## src/rtl/conv_33.sv

```systemverilog
// conv_33: streaming 3x3 convolution stage.
// The window is two registered columns (colA oldest, colB middle) plus the live
// input column. One of four fixed kernels is applied and the result is clamped
// to an unsigned pixel.
// Optional feature macro: CONV33_OUT_REG_EN (registers pixel_out, 1-cycle latency).
module conv_33 #(
    parameter int PIXEL_WIDTH = 8
) (
    input  logic                   clk,
    input  logic                   rst,
    input  logic                   shift_en,
    input  logic [PIXEL_WIDTH-1:0] pix_top,
    input  logic [PIXEL_WIDTH-1:0] pix_mid,
    input  logic [PIXEL_WIDTH-1:0] pix_bot,
    input  logic [1:0]             mode,
    output logic [PIXEL_WIDTH-1:0] pixel_out
);
    localparam int PW    = PIXEL_WIDTH;
    localparam int ACC_W = PW + 5;
    // Row index within a column
    localparam int T = 0;
    localparam int M = 1;
    localparam int B = 2;

    localparam logic signed [ACC_W-1:0] C_RND = ACC_W'(8);
    localparam logic signed [ACC_W-1:0] C_MAX = ACC_W'((1 << PW) - 1);

    // Window state: colA is the oldest column, colB the centre column
    logic [2:0][PW-1:0] r_col_a;
    logic [2:0][PW-1:0] r_col_b;
    logic [2:0][PW-1:0] w_col_c;

    logic signed [ACC_W-1:0] w_corner;
    logic signed [ACC_W-1:0] w_cross;
    logic signed [ACC_W-1:0] w_ctr;
    logic signed [ACC_W-1:0] w_sharp;
    logic signed [ACC_W-1:0] w_gsum;
    logic signed [ACC_W-1:0] w_edge;
    logic [PW-1:0]           w_result;

    function automatic logic signed [ACC_W-1:0] zx(input logic [PW-1:0] p);
        return $signed({{(ACC_W-PW){1'b0}}, p});
    endfunction

    function automatic logic [PW-1:0] clamp(input logic signed [ACC_W-1:0] v);
        logic [PW-1:0] res;
        if (v < 0)
            res = '0;
        else if (v > C_MAX)
            res = C_MAX[PW-1:0];
        else
            res = v[PW-1:0];
        return res;
    endfunction

    assign w_col_c[T] = pix_top;
    assign w_col_c[M] = pix_mid;
    assign w_col_c[B] = pix_bot;

    // Shift the live column into the window; reset clears both columns at once
    always_ff @(posedge clk or posedge rst) begin
        if (rst) begin
            r_col_a <= '0;
            r_col_b <= '0;
        end else if (shift_en) begin
            r_col_a <= r_col_b;
            r_col_b <= w_col_c;
        end
    end

    // All kernels are symmetric: split the window into corner, cross and centre sums
    always_comb begin
        w_corner = zx(r_col_a[T]) + zx(r_col_a[B]) + zx(w_col_c[T]) + zx(w_col_c[B]);
        w_cross  = zx(r_col_a[M]) + zx(r_col_b[T]) + zx(r_col_b[B]) + zx(w_col_c[M]);
        w_ctr    = zx(r_col_b[M]);
        w_sharp  = (w_ctr <<< 2) + w_ctr - w_cross;
        w_gsum   = w_corner + (w_cross <<< 1) + (w_ctr <<< 2) + C_RND;
        w_edge   = (w_ctr <<< 3) - w_corner - w_cross;
    end

    // Kernel select; gaussian goes through clamp too, which never trips
    // because the rounded, normalised sum tops out at the pixel maximum
    always_comb begin
        w_result = r_col_b[M];
        case (mode)
            2'd0:    w_result = r_col_b[M];
            2'd1:    w_result = clamp(w_sharp);
            2'd2:    w_result = clamp(w_gsum >>> 4);
            default: w_result = clamp(w_edge);
        endcase
    end

`ifdef CONV33_OUT_REG_EN
    logic [PW-1:0] r_out;

    // Output register runs every edge, independent of shift_en
    always_ff @(posedge clk or posedge rst) begin
        if (rst)
            r_out <= '0;
        else
            r_out <= w_result;
    end

    assign pixel_out = r_out;
`else
    assign pixel_out = w_result;
`endif

endmodule

```

## config.mk

```make
export PLATFORM = sky130hd
export DESIGN_NAME = conv_33
export DESIGN_NICKNAME = d
export VERILOG_FILES = /design/src/rtl/conv_33.sv
export SDC_FILE = /design/constraint.sdc
export NUM_CORES = 1
export LEC_CHECK = 0
export ABC_AREA = 1
export BUFFER_PORTS_ARGS = -buffer_cell sky130_fd_sc_hd__buf_2
export CAP_MARGIN = 20
export CELL_PAD_IN_SITES_DETAIL_PLACEMENT = 0
export CELL_PAD_IN_SITES_GLOBAL_PLACEMENT = 1
export CORE_AREA = 2 2 110 112
export CTS_BUF_LIST = sky130_fd_sc_hd__clkbuf_4
export CTS_CLUSTER_DIAMETER = 100
export DETAILED_ROUTE_END_ITERATION = 7
export DIE_AREA = 0 0 112 114
export PLACE_DENSITY = 0.87
export REMOVE_ABC_BUFFERS = 1
export SETUP_SLACK_MARGIN = 0.1
export SYNTH_ARGS = -nofsm -noshare
export SYNTH_HDL_FRONTEND = slang
export SYNTH_SLANG_ARGS = --single-unit
```

## constraint.sdc

```tcl
create_clock -name clk -period 17.1 [get_ports clk]
set_clock_uncertainty 0.2 [all_clocks]
set_input_delay 1.71 -clock clk [delete_from_list [all_inputs] [get_ports clk]]
set_output_delay 1.71 -clock clk [all_outputs]
set_load 0.01 [all_outputs]
```

==> qor.txt <==
========================================================================================
Vias after detailed routing                                                         4597
Setup WS pre-CTS                                                                 8.13 ns
# Max-Cap Violations                                                                   0
DRC                                                                                    0
GP Congestion                                                                      0.931
Cell depth of the worst min-delay path                                                 2
Most instantiated library cell after synthesis                              sky130_fd_sc_hd__nand2_1
DPL Wire Length                                                                 10500 µm
Data required time at the worst endpoint                                        15.19 ns
Global-route wire length before repair                                          21800 µm
Library cells used by synthesis                                                       35
Clock transition at the registers of the reported paths                          0.15 ns
Die height                                                                        114 µm
Hold Vio Cnt, Final                                                                    0
TritonCTS sink count                                                                  48
Type of origin of the critical path                                         primary input
Largest net degree at the start of global routing                                     95
Syn avg cell area                                                               7.66 µm²
Top post-synthesis cells by area                                            sky130_fd_sc_hd__dfrtp_1, sky130_fd_sc_hd__fa_1, sky130_fd_sc_hd__ha_1, sky130_fd_sc_hd__nand2_1, sky130_fd_sc_hd__inv_1
Most repeated library cell on the critical path                             sky130_fd_sc_hd__nand2_1
Number of port buffers                                                                36
Share of the yosys chip area belonging to registers                                21.0%
Clk_lat worst skew                                                               0.39 ns
Die Area                                                                       12800 µm²
Post-synthesis instance area                                                    5730 µm²
GR Overflow Total                                                                      0
Post-synthesis sequential element count                                               48
R2R depth                                                                              2
Unrepaired setup endpoints after global routing                                    false
Crit share post-route                                                              52.4%
Critical path endpoint category                                              output port
Floorplan Core Area                                                            11700 µm²
Area growth from synthesis to final layout                                         7.16%
Routed len/inst                                                                  13.3 µm
Tot GR Track Use                                                                   21.2%
Clock Path Buffers                                                                     2
Synth Flop Type                                                             sky130_fd_sc_hd__dfrtp_1
Effective utilization at floorplan                                                 48.9%
Fmax                                                                           0.112 GHz
WHS                                                                             0.302 ns
Count of hold-fix buffers inserted at cts                                              0
DRT antenna net count                                                                  0
DIE WIDTH                                                                         112 µm
Critical Path Fanout Max                                                               8
Antenna violations before repair                                                       0
Share of final-layout standard cells stronger than drive strength 1                9.57%
Diodes inserted                                                                        0
Classification of the worst setup path                                      primary input to output port
Count of endpoints failing setup in the final report                                   0
Root Buffer Master                                                          sky130_fd_sc_hd__clkbuf_4
Post-synthesis cell count                                                            748
Register-to-register path setup slack                                           15.92 ns
Number of enable-type register cells in the synthesized netlist                        0
Worst Tran Pin Value                                                            0.792 ns
Most frequent cells after synthesis                                         sky130_fd_sc_hd__nand2_1, sky130_fd_sc_hd__inv_1, sky130_fd_sc_hd__ha_1
Setup WS post-layout                                                             8.14 ns
Row count                                                                             40
Starting DRC count in detailed routing                                               197
Longest individual stage delay on the worst path                                 0.56 ns
Worst slew margin relative to its limit                                            47.2%
Filler cell count in the final layout                                               1198
Number of slew-limit violations in the final report                                    0
Post-DR vias/cell                                                                   4.94
Cell type with the largest total area after synthesis                       sky130_fd_sc_hd__dfrtp_1
Arrival time of data at the critical path endpoint                               7.05 ns
Post-CTS sizing                                                                        0
Htree depth                                                                            2
Hold Path Class                                                             flip-flop to flip-flop
Setup Fix Bufs, Post-CTS                                                               0
Yosys synthesis warning count                                                          0
Number of search-and-repair iterations in the first detailed-routing pass              5
Wire length after detailed routing                                              12400 µm
Number of nets at the end of the flow                                                926
Total CTS buffers                                                                      5
Outcome                                                                     complete, no violations
End-of-flow core utilization                                                       52.4%
Via count of the first global-routing pass                                          4791
Fin Setup TNS                                                                       0 ns
Cell at the slowest stage of the critical path                              sky130_fd_sc_hd__fa_1
Area share of the largest cell type after synthesis                                21.0%
Fraction of synthesis flops using an asynchronous set or reset pin                  100%
Clock tree from TritonCTS                                                          built
Crit path time final                                                             8.96 ns
Number of placed I/O pins                                                             37
========================================================================================
critical path, delay by kind of cell:
kind / cells / cell delay (ns)
compound gates: 5 / 1.07
xor+xnor: 1 / 0.32
simple gates: 9 / 0.72
fa+ha+maj: 7 / 2.71
buf+inv: 6 / 0.50
placed cells by master, fill, tap and decap left out, drive strengths merged, types with 6 or more instances in the layout:
| cell | n |
|---|---|
| buf | 38 |
| clkbuf | 6 |
| nand2 | 187 |
| xnor2 | 16 |
| nand3 | 26 |
| ha | 64 |
| xor2 | 22 |
| inv | 157 |
| nor2 | 41 |
| o21ai | 47 |
| fa | 50 |
| a21oi | 61 |
| dfrtp | 48 |
stage by stage:
stage	area (µm²)	std cells
after floorplan	5690	738
after global placement	6060	922
after detailed placement	6060	922
after CTS	6120	930
after global routing	6140	931
final	6140	931
cells by family (layout without fill, tap and decap cells):
family,after synthesis,count (layout),share of synthesized area [%]
adder cells (fa/ha/maj),114,114,31.4
XOR/XNOR,38,38,5.81
buffers and inverters,168,204,11.0
AND/OR/NAND/NOR,257,257,19.0
AO/OA/AOI/OAI,121,121,11.4
multiplexers,2,2,0.393
flip-flops,48,48,21.0
metal layers:
layer | vias to the layer above | track usage (%) | wire length, µm
li1 | 2392 | - | -
met3 | 16 | 2.28 | 351
met5 | - | 0 | 0
met1 | 2113 | 28.3 | 5940
met2 | 76 | 36.7 | 5880
met4 | 0 | 6.02 | 245
flip-flops by register name, summed over array words and instances, names as in the netlist:
name     count
r_col_a     24
r_col_b     24
area by class of cell:
type	instances	area (µm²)	share of cell area [%]
clock buffers	6	45.0	0.733
well taps	147	184	3.00
multi-input cells	532	3900	63.5
inverters	158	593	9.66
repair buffers	38	208	3.38
clock inverters	2	11.3	0.183
flip-flops and latches	48	1200	19.6
path summary, 6_finish.rpt:
| check | endpoint | from |
|---|---|---|
| max in group asynchronous | r_col_a[13] | rst |
| min | r_col_a[3] | r_col_b[3] |
| max | pixel_out[0] | pix_mid[1] |
| max reg2reg | r_col_a[15] | r_col_b[15] |
| min reg2reg | r_col_a[3] | r_col_b[3] |
| min in group asynchronous | r_col_b[3] | rst |
Power is left out: the tool's default activity adds up to more than one toggle a clock period on the data nets, which glitch-free logic cannot reach.
